[src/rtl/keypad_entry_ctrl.sv]
// keypad_entry_ctrl
// Debounced 4x4 keypad sequencer feeding an NDIG-digit BCD entry buffer.
// Each accepted press performs one action: a digit shifts into the buffer,
// BACK drops the newest digit, CLEAR empties the buffer and ENTER commits it.
// The live buffer drives the display; the committed value is strobed by done.
//
// Build option: define KEY_AUTOREPEAT_EN to let a held digit or BACK key
// repeat its action every REPEAT_CYCLES cycles. Without the macro every
// press performs exactly one action and REPEAT_CYCLES is unused.

module keypad_entry_ctrl #(
    parameter int NDIG            = 3,
    parameter int DEBOUNCE_CYCLES = 20,
    parameter int REPEAT_CYCLES   = 50
) (
    input  logic                clk,
    input  logic                rst_n,
    input  logic [15:0]         onehot,
    output logic [4*NDIG-1:0]   bcd,
    output logic [3:0]          count,
    output logic                full,
    output logic [4*NDIG-1:0]   value,
    output logic                done,
    output logic                key_valid,
    output logic [3:0]          key_code
);

    localparam int BW = 4 * NDIG;
    localparam int CW = (DEBOUNCE_CYCLES > 2) ? $clog2(DEBOUNCE_CYCLES) : 1;

    localparam logic [CW-1:0] CNT_LAST = CW'(DEBOUNCE_CYCLES - 1);
    localparam logic [3:0]    NDIG_L   = 4'(NDIG);

    localparam logic [1:0] ST_IDLE     = 2'd0;
    localparam logic [1:0] ST_DEBOUNCE = 2'd1;
    localparam logic [1:0] ST_HELD     = 2'd2;
    localparam logic [1:0] ST_RELEASE  = 2'd3;

    localparam logic [3:0] CODE_CLEAR = 4'hA;
    localparam logic [3:0] CODE_BACK  = 4'hB;
    localparam logic [3:0] CODE_ENTER = 4'hC;

    // Reject out-of-range parameters at elaboration.
    if (NDIG < 1 || NDIG > 15 || DEBOUNCE_CYCLES < 2 || REPEAT_CYCLES < 1) begin : g_bad_param
        $error("keypad_entry_ctrl: parameter out of range");
    end

    // True only for one of the thirteen mapped single-bit patterns.
    function automatic logic key_is_valid(input logic [15:0] k);
        logic v;
        case (k)
            16'h0008, 16'h0080, 16'h0040, 16'h0020,
            16'h0800, 16'h0400, 16'h0200, 16'h8000,
            16'h4000, 16'h2000, 16'h0001, 16'h0002,
            16'h0004: v = 1'b1;
            default:  v = 1'b0;
        endcase
        return v;
    endfunction

    // Key code for a mapped pattern; unmapped patterns give 0 but are never
    // used because they are rejected by key_is_valid first.
    function automatic logic [3:0] key_to_code(input logic [15:0] k);
        logic [3:0] c;
        case (k)
            16'h0008: c = 4'd0;
            16'h0080: c = 4'd1;
            16'h0040: c = 4'd2;
            16'h0020: c = 4'd3;
            16'h0800: c = 4'd4;
            16'h0400: c = 4'd5;
            16'h0200: c = 4'd6;
            16'h8000: c = 4'd7;
            16'h4000: c = 4'd8;
            16'h2000: c = 4'd9;
            16'h0001: c = CODE_CLEAR;
            16'h0002: c = CODE_BACK;
            16'h0004: c = CODE_ENTER;
            default:  c = 4'd0;
        endcase
        return c;
    endfunction

    logic [1:0]    r_state;
    logic [CW-1:0] r_cnt;
    logic [15:0]   r_cand;
    logic [BW-1:0] r_bcd;
    logic [3:0]    r_count;
    logic          r_full;
    logic [BW-1:0] r_value;
    logic          r_done;
    logic          r_key_valid;
    logic [3:0]    r_key_code;

    logic [1:0]    w_state_nxt;
    logic [CW-1:0] w_cnt_nxt;
    logic [15:0]   w_cand_nxt;
    logic          w_fire;
    logic          w_in_valid;
    logic          w_in_zero;
    logic          w_in_match;
    logic          w_cnt_last;
    logic [3:0]    w_cand_code;

    assign w_in_valid  = key_is_valid(onehot);
    assign w_in_zero   = (onehot == 16'h0000);
    assign w_in_match  = (onehot == r_cand);
    assign w_cnt_last  = (r_cnt == CNT_LAST);
    assign w_cand_code = key_to_code(r_cand);

`ifdef KEY_AUTOREPEAT_EN
    localparam int RW = (REPEAT_CYCLES > 2) ? $clog2(REPEAT_CYCLES) : 1;
    localparam logic [RW-1:0] REP_LAST = RW'(REPEAT_CYCLES - 1);

    logic [RW-1:0] r_rep;
    logic [RW-1:0] w_rep_nxt;
    logic          w_repeatable;

    // Only digits and BACK auto-repeat; CLEAR and ENTER act once per press.
    assign w_repeatable = (w_cand_code <= 4'd9) || (w_cand_code == CODE_BACK);
`endif

    // Next-state, debounce counter and action-fire decode for the key FSM.
    always_comb begin
        w_state_nxt = r_state;
        w_cnt_nxt   = r_cnt;
        w_cand_nxt  = r_cand;
        w_fire      = 1'b0;
`ifdef KEY_AUTOREPEAT_EN
        w_rep_nxt   = r_rep;
`endif
        case (r_state)
            ST_IDLE: begin
                if (w_in_valid) begin
                    w_cand_nxt  = onehot;
                    w_cnt_nxt   = '0;
                    w_state_nxt = ST_DEBOUNCE;
                end else begin
                    w_state_nxt = ST_IDLE;
                end
            end
            ST_DEBOUNCE: begin
                if (!w_in_match) begin
                    w_state_nxt = ST_IDLE;
                end else if (w_cnt_last) begin
                    w_fire      = 1'b1;
                    w_cnt_nxt   = '0;
                    w_state_nxt = ST_HELD;
`ifdef KEY_AUTOREPEAT_EN
                    w_rep_nxt   = '0;
`endif
                end else begin
                    w_cnt_nxt = r_cnt + 1'b1;
                end
            end
            ST_HELD: begin
                if (w_in_zero) begin
                    w_cnt_nxt   = '0;
                    w_state_nxt = ST_RELEASE;
                end else begin
                    w_state_nxt = ST_HELD;
`ifdef KEY_AUTOREPEAT_EN
                    // The repeat timer only runs while the accepted key is
                    // held unchanged; any other pattern restarts it.
                    if (!w_in_match || !w_repeatable) begin
                        w_rep_nxt = '0;
                    end else if (r_rep == REP_LAST) begin
                        w_fire    = 1'b1;
                        w_rep_nxt = '0;
                    end else begin
                        w_rep_nxt = r_rep + 1'b1;
                    end
`endif
                end
            end
            ST_RELEASE: begin
                if (!w_in_zero) begin
                    w_cnt_nxt   = '0;
                    w_state_nxt = ST_HELD;
`ifdef KEY_AUTOREPEAT_EN
                    w_rep_nxt   = '0;
`endif
                end else if (w_cnt_last) begin
                    w_cnt_nxt   = '0;
                    w_state_nxt = ST_IDLE;
                end else begin
                    w_cnt_nxt = r_cnt + 1'b1;
                end
            end
            default: begin
                w_cnt_nxt   = '0;
                w_state_nxt = ST_IDLE;
            end
        endcase
    end

    // Key FSM state, debounce counter and candidate key registers.
    always_ff @(posedge clk or negedge rst_n) begin
        if (!rst_n) begin
            r_state <= ST_IDLE;
            r_cnt   <= '0;
            r_cand  <= 16'h0000;
        end else begin
            r_state <= w_state_nxt;
            r_cnt   <= w_cnt_nxt;
            r_cand  <= w_cand_nxt;
        end
    end

`ifdef KEY_AUTOREPEAT_EN
    // Auto-repeat timer measured from acceptance or the previous repeat.
    always_ff @(posedge clk or negedge rst_n) begin
        if (!rst_n) begin
            r_rep <= '0;
        end else begin
            r_rep <= w_rep_nxt;
        end
    end
`endif

    // Entry buffer, commit register and strobes driven by accepted actions.
    always_ff @(posedge clk or negedge rst_n) begin
        if (!rst_n) begin
            r_bcd       <= '0;
            r_count     <= 4'd0;
            r_full      <= 1'b0;
            r_value     <= '0;
            r_done      <= 1'b0;
            r_key_valid <= 1'b0;
            r_key_code  <= 4'd0;
        end else begin
            r_done      <= 1'b0;
            r_key_valid <= 1'b0;
            if (w_fire) begin
                r_key_valid <= 1'b1;
                r_key_code  <= w_cand_code;
                case (w_cand_code)
                    CODE_CLEAR: begin
                        r_bcd   <= '0;
                        r_count <= 4'd0;
                        r_full  <= 1'b0;
                    end
                    CODE_BACK: begin
                        if (r_count != 4'd0) begin
                            r_bcd   <= r_bcd >> 4;
                            r_count <= r_count - 4'd1;
                            r_full  <= 1'b0;
                        end else begin
                            r_bcd   <= r_bcd;
                        end
                    end
                    CODE_ENTER: begin
                        // An empty buffer commits nothing and raises no strobe.
                        if (r_count != 4'd0) begin
                            r_value <= r_bcd;
                            r_done  <= 1'b1;
                            r_bcd   <= '0;
                            r_count <= 4'd0;
                            r_full  <= 1'b0;
                        end else begin
                            r_value <= r_value;
                        end
                    end
                    default: begin
                        // Digits 0..9: shift in unless full, in which case the
                        // digit is dropped but still reported via key_code.
                        if (r_count < NDIG_L) begin
                            r_bcd   <= (r_bcd << 4) | BW'(w_cand_code);
                            r_count <= r_count + 4'd1;
                            r_full  <= ((r_count + 4'd1) == NDIG_L);
                        end else begin
                            r_bcd   <= r_bcd;
                        end
                    end
                endcase
            end else begin
                r_bcd <= r_bcd;
            end
        end
    end

    assign bcd       = r_bcd;
    assign count     = r_count;
    assign full      = r_full;
    assign value     = r_value;
    assign done      = r_done;
    assign key_valid = r_key_valid;
    assign key_code  = r_key_code;

endmodule

[config.mk]
export PLATFORM = sky130hd
export DESIGN_NAME = keypad_entry_ctrl
export DESIGN_NICKNAME = d
export VERILOG_FILES = /design/src/rtl/keypad_entry_ctrl.sv
export SDC_FILE = /design/constraint.sdc
export NUM_CORES = 1
export LEC_CHECK = 0
export BUFFER_PORTS_ARGS = -buffer_cell sky130_fd_sc_hd__buf_2
export CORE_ASPECT_RATIO = 1.5
export CORE_MARGIN = 2
export CORE_UTILIZATION = 60
export CTS_BUF_LIST = sky130_fd_sc_hd__clkbuf_8 sky130_fd_sc_hd__clkbuf_16
export CTS_CLUSTER_DIAMETER = 50
export DETAILED_ROUTE_END_ITERATION = 8
export PLACE_DENSITY = 0.85
export SYNTH_ARGS = -nofsm -noshare
export SYNTH_HDL_FRONTEND = slang
export SYNTH_SLANG_ARGS = --single-unit
[constraint.sdc]
create_clock -name clk -period 5.76 [get_ports clk]
set_input_delay 0 -clock clk [delete_from_list [all_inputs] [get_ports clk]]
set_output_delay 0 -clock clk [all_outputs]
set_load 0.05 [all_outputs]
After elaboration in Yosys (flattened, before gate mapping)
Index checks and enable logic that the tools add are counted.
W data, S select, Z words.
{"block": "totals", "register_bits": 58, "latch_bits": 0, "ramBits": 0, "romBits": 0, "out_inout_bits": 35, "memories": 0}
{"block": "classes", "add_sub_neg": 3, "n_mul": 0, "n_div": 0, "n_lt_le_gt_ge": 1, "eq_ne": 42, "n_shift": 0, "muxes": 33, "bitwise_logic": 1, "n_reduce_logical": 13}
{"operator": "$pmux W4 S12", "count": 1}
{"operator": "$mux W12", "count": 3}
{"operator": "$pmux W12 S3", "count": 1}
{"operator": "$eq A16 B1 Y1 const B", "count": 2}
{"operator": "$eq A16 B10 Y1 const B", "count": 2}
{"operator": "$eq A16 B11 Y1 const B", "count": 2}
{"operator": "$eq A16 B12 Y1 const B", "count": 2}
{"operator": "$eq A16 B14 Y1 const B", "count": 2}
{"operator": "$eq A16 B15 Y1 const B", "count": 2}
{"operator": "$eq A16 B16 Y1 const B", "count": 2}
{"operator": "$eq A16 B2 Y1 const B", "count": 2}
{"operator": "$eq A16 B3 Y1 const B", "count": 2}
{"operator": "$eq A16 B6 Y1 const B", "count": 2}
{"operator": "$eq A16 B7 Y1 const B", "count": 2}
{"operator": "$eq A16 B8 Y1 const B", "count": 2}
{"operator": "$mux W5", "count": 5}
{"operator": "$pmux W5 S4", "count": 1}
{"operator": "$eq A16 B16 Y1", "count": 1}
{"operator": "$eq A16 B4 Y1 const B", "count": 1}
{"operator": "$logic_not A16 Y1", "count": 1}
{"operator": "$reduce_or A13 Y1", "count": 1}
{"operator": "$eq A4 B4 Y1 const B", "count": 3}
{"operator": "$mux W1", "count": 12}
{"operator": "$mux W4", "count": 3}
{"operator": "other kinds (23)", "count": 36}

Logic depth before layout (Yosys ltp)
{"block": "depth", "depth_word": 6, "ltp_mapped": 8, "ltp_nobuf": 7}

Worst setup path before layout
No wires, ideal clock.
{"block": "synth_path", "kind": "register to register", "startpoint": "register r_cand[9]", "endpoint": "register r_bcd[7] (netlist: bcd[7])", "setup_ns": 0.125, "arrival_ns": 2.277, "required_time_ns": 5.635, "setup_slack_ns": 3.358, "stages_incl_launch_ff": 9, "n_path_buf": 2, "path_cell_list": "dfrtp_1 > buf_6 > or3_4 > and4bb_2 > o2111a_2 > o311ai_1 > o211ai_4 > buf_12 > mux2_4"}
{"block": "synth_between", "elab_chain_cells": 5}
{"element": "from (decl)", "line": "86", "text": "logic [15:0] r_cand;"}
{"element": "from (signal assigned)", "line": "206", "text": "r_cand <= w_cand_nxt;"}
{"element": "$eq A16 B3 Y1, or another cell as far along", "line": "65", "text": "case (k)"}
{"element": "$pmux W4 S12", "line": "65"}
{"element": "$eq A4 B4 Y1", "line": "237", "text": "case (w_cand_code)"}
{"element": "$reduce_bool A4 Y1 (no line) / $ne A2 B2 Y1 (equally long branches)"}
{"element": "$reduce_and A4 Y1 (no line)"}
{"element": "to (signal assigned)", "line": "245", "text": "r_bcd <= r_bcd >> 4;"}
{"element": "to (signal assigned)", "line": "249", "text": "r_bcd <= r_bcd;"}
{"element": "to (signal assigned)", "line": "268", "text": "r_bcd <= (r_bcd << 4) | BW'(w_cand_code);"}
{"element": "to (decl)", "line": "87", "text": "logic [BW-1:0] r_bcd;"}
Several ways; a longest one is shown, not always the timed one.
A chain may end at the register's enable or synchronous reset.

Final worst setup path
{"block": "layout_path", "startpoint": "register r_cand[2]", "endpoint": "register r_value[4] (netlist: value[4])"}
{"block": "layout_between", "elab_chain_cells": 4}
{"element": "$eq A16 B3 Y1, or another cell as far along", "line": "65"}
{"element": "$pmux W4 S12 / $mux W1 (equally long branches)", "line": "65, 143"}
{"element": "$eq A4 B4 Y1 / $mux W1 (equally long branches)", "line": "237, 132"}
{"element": "$reduce_and A3 Y1 (no line) (*)"}
{"element": "to (signal assigned)", "line": "255", "text": "r_value <= r_bcd;"}
{"element": "to (signal assigned)", "line": "261", "text": "r_value <= r_value;"}
{"element": "to (decl)", "line": "90", "text": "logic [BW-1:0] r_value;"}
Mark *: on every way between the ends. The rest lies on a longest branch, timed or not.

==> summary.txt <==
Route
  – Detailed-route DRC error count: 0
  – DR pass1 iterations: 5
  – DR iter-0 viols: 203
  – Final wirelength: 7730 µm
  – Drt wl/cell: 17.1 µm
  – Antenna-violating nets left: 0
  – Via density: 6.17
  – Via count: 2784

STA
  – Fmax: 319 MHz
  – Final hold vios: 0
  – Relative slew slack: 30.9%
  – Skew final: 11.8 ps
  – Unrepaired setup endpoints after global routing: false
  – Min Tclk post-route: 3140 ps
  – Slew Viols, Final: 0
  – Final setup vio count: 0
  – Worst slew pin tran: 1040 ps
  – Setup TNS: 0 ps
  – Final period util: 54.4%

Cells and area
  – Layout cells sized above 1: 32.3%
  – Fill count: 402
  – ANT cells: 0
  – Fin nets: 399
  – Multi-input combinational cell area: 1820 µm²
  – Reg area: 1450 µm²
  – Synth-to-layout area growth: 16.9%

CTS
  – H-Tree Depth: 3
  – Setup Buffers After CTS: 0
  – CTS tree: built
  – Total CTS buffers: 9
  – CTS resizes: 0
  – Clock buffer depth: 2
  – Clk_lat worst skew: 360 ps
  – TritonCTS Sinks: 58
  – Clock slew at reported path FFs: 70 ps
  – CTS root buffer: clkbuf_8

Power
  – Maximum vdd drop: 0.149 mV
  – Leakage: 2.02 nW
  – Tot Pwr: 0.000944 W
  – Pwr/cell area: 236 nW/µm²

Die
  – Initial core utilization: 62.3%
  – Boundary Pins: 53
  – Row count: 33
  – Core footprint: 5490 µm²
  – Chip width: 65.7 µm
  – Die Span Y: 96.5 µm
  – Die area: 6330 µm²

Setup path
  – CP Data Arrival Time: 3380 ps
  – Crit path max fanout: 18
  – Critical Path RT: 6000 ps
  – Crit path kind: reg2reg
  – CP Cell Sequence: xor2_1 -> nor4_2 -> nand4_1 -> nor3_4 -> nor3b_4 -> mux2_2
  – Startpoint Class: flip-flop
  – Crit path largest cell delay: 670 ps
  – Worst Path Buf+Inv: 0
  – Crit path from: r_cand[2]
  – Family with the most delay on the worst path: simple AND/OR/NAND/NOR gates
  – Critical Path End Type: flip-flop
  – Slowest cell on crit path: nor3_4
  – Reg2reg start: r_cand[2]

Yosys
  – Ys async rst share: 100%
  – Synthesis warning total: 0
  – Cell taking the most area after synthesis: dfrtp_1
  – Gate count of the mapped netlist: 319
  – Post-Syn Area per Cell: 10.7 µm²
  – Top post-synthesis cells by area: dfrtp_1 42%, mux2_2 11%, xor2_1 6.4%
  – #FFs+latches synth: 58
  – Synth top area share: 42.4%
  – Ys flop type: dfrtp_1
  – EDFF count, synth: 0
  – Synth Net Count: 342
  – Cell Area, Synth: 3420 µm²
  – Post-synthesis cell type count: 61
  – Post-synthesis sequential area ratio: 42.4%

Run status
  – Run status: complete, no violations

Global route
  – Global Route Usage Sum: 26.7%
  – First-pass GRT wire length: 12600 µm
  – Initial antenna violation count: 0
  – Gr ovfl total: 0
  – Number of global-route vias before repair: 2781
  – Largest net degree at the start of global routing: 59

Flow run
  – Max_cap viols: 0

Placement
  – Port Buffers: 52
  – Placer Congestion: 0.841
  – HPWL Detailed: 5330 µm

Worst hold path
  – Hold crit path type: in2reg
  – Min-delay src: onehot[14]
[cell families (layout without fill, tap and decap cells)]
| group | after synthesis | count (layout) | synth area share (%) |
|---|---|---|---|
| xor gates and xnor gates | 27 | 27 | 6.91 |
| and+or+nand+nor | 99 | 99 | 18.0 |
| AOI/OAI and AO/OA | 63 | 63 | 13.4 |
| buffers and inverters | 27 | 89 | 4.39 |
| DFF | 58 | 58 | 42.4 |
| muxes | 40 | 40 | 13.1 |
| adders and majority gates | 5 | 5 | 1.83 |
[cells in the mapped netlist (all sizes together), types with 3 or more instances]
| master | number |
|---|---|
| dfrtp | 58 |
| mux2 | 34 |
| xor2 | 25 |
| nand2 | 17 |
| o21ai | 17 |
| nor2 | 13 |
| nor4 | 13 |
| buf | 12 |
| a21oi | 11 |
| nor3 | 10 |
| inv | 8 |
| clkbuf | 7 |
| nand4 | 7 |
| mux2i | 6 |
| nor3b | 6 |
| a22o | 5 |
| ha | 5 |
| nand3 | 5 |
| a21bo | 4 |
| nand2b | 4 |
| a31oi | 3 |
| and2 | 3 |
| and3 | 3 |
| nor4b | 3 |
| or3 | 3 |
| or4 | 3 |
[stage by stage]
| stage | hold slack (ps) | cells | instance area (µm²) | worst slack, ps | util, % |
|---|---|---|---|---|---|
| final | 3.03 | 451 | 4000 | 2620 | 72.8 |
| after global placement | 177 | 424 | 3660 | 2770 | 66.7 |
| after global routing | 19.9 | 451 | 4000 | 2450 | 72.8 |
| after detailed placement | 180 | 424 | 3660 | 2650 | 66.7 |
| after floorplan | -296 | 319 | 3420 | 3360 | - |
| after CTS | 5.19 | 451 | 4000 | 2600 | 72.8 |
[state kept, by name, indices dropped and copies added, names as in the netlist]
signal / count
bcd: 12
count: 4
done: 1
full: 1
key_code: 4
key_valid: 1
r_cand: 16
r_cnt: 5
r_state: 2
value: 12
[where the power goes]
group          internal (W)  switching, W
clock              0.000247      0.000179
sequential         0.000409    0.00000492
combinational     0.0000409     0.0000636
[placed cells by master (no fill, tap or decap), types with 3 or more instances in the layout]
master | synthesis | final
and2_1 | 3 | 3
a21bo_2 | 4 | 4
nor2_1 | 13 | 13
nand3_1 | 5 | 5
nand4_1 | 7 | 7
nor4b_1 | 3 | 3
and3_1 | 3 | 3
a22o_1 | 5 | 5
a21oi_1 | 11 | 11
nor3b_1 | 5 | 5
clkbuf_8 | 0 | 9
dfrtp_1 | 58 | 58
nor4_2 | 4 | 4
mux2i_1 | 6 | 6
nand2_1 | 17 | 17
nand2b_1 | 4 | 4
nor4_1 | 9 | 9
ha_1 | 5 | 5
clkinv_4 | 0 | 3
o21ai_0 | 16 | 16
nor3_1 | 9 | 9
inv_1 | 8 | 8
buf_2 | 8 | 52
dlygate4sd3_1 | 0 | 11
xor2_1 | 25 | 25
a31oi_1 | 3 | 3
mux2_2 | 33 | 33
[per-layer routing]
layer  routed length (µm)  vias to the layer above  part of all wire, %  global-route usage (%)
li1                     -                     1298                    -                       -
met1                 3060                     1342                   40                    29.1
met2                 3990                      113                   52                    46.6
met3                  398                       31                  5.1                    7.07
met4                  282                        0                  3.6                    14.6
met5                    0                        -                    0                       0
[area by class of cell]
type | instances | share of cell area, %
Inverter | 8 | 0.751
Clock inverter | 7 | 2.56
Tap cell | 70 | 2.19
Multi-Input combinational cell | 234 | 45.5
Sequential cell | 58 | 36.3
Clock buffer | 9 | 3.10
Timing Repair Buffer | 65 | 9.63
[final timing paths]
path | slack, ps | depth (start not counted) | to
max | 2620 | 6 | value[4]
min | 3 | 2 | r_cand[14]
max reg2reg | 2620 | 6 | value[4]
min reg2reg | 500 | 1 | full
max in group asynchronous | 4970 | 3 | r_cand[3]
min in group asynchronous | 320 | 3 | count[3]
[timing repair]
item	CTS	global route
hold endpoints to repair	68	0
endpoints found under the setup margin	0	0
hold buffers	11	0
Note: power is estimated with default switching activity, not from simulation.
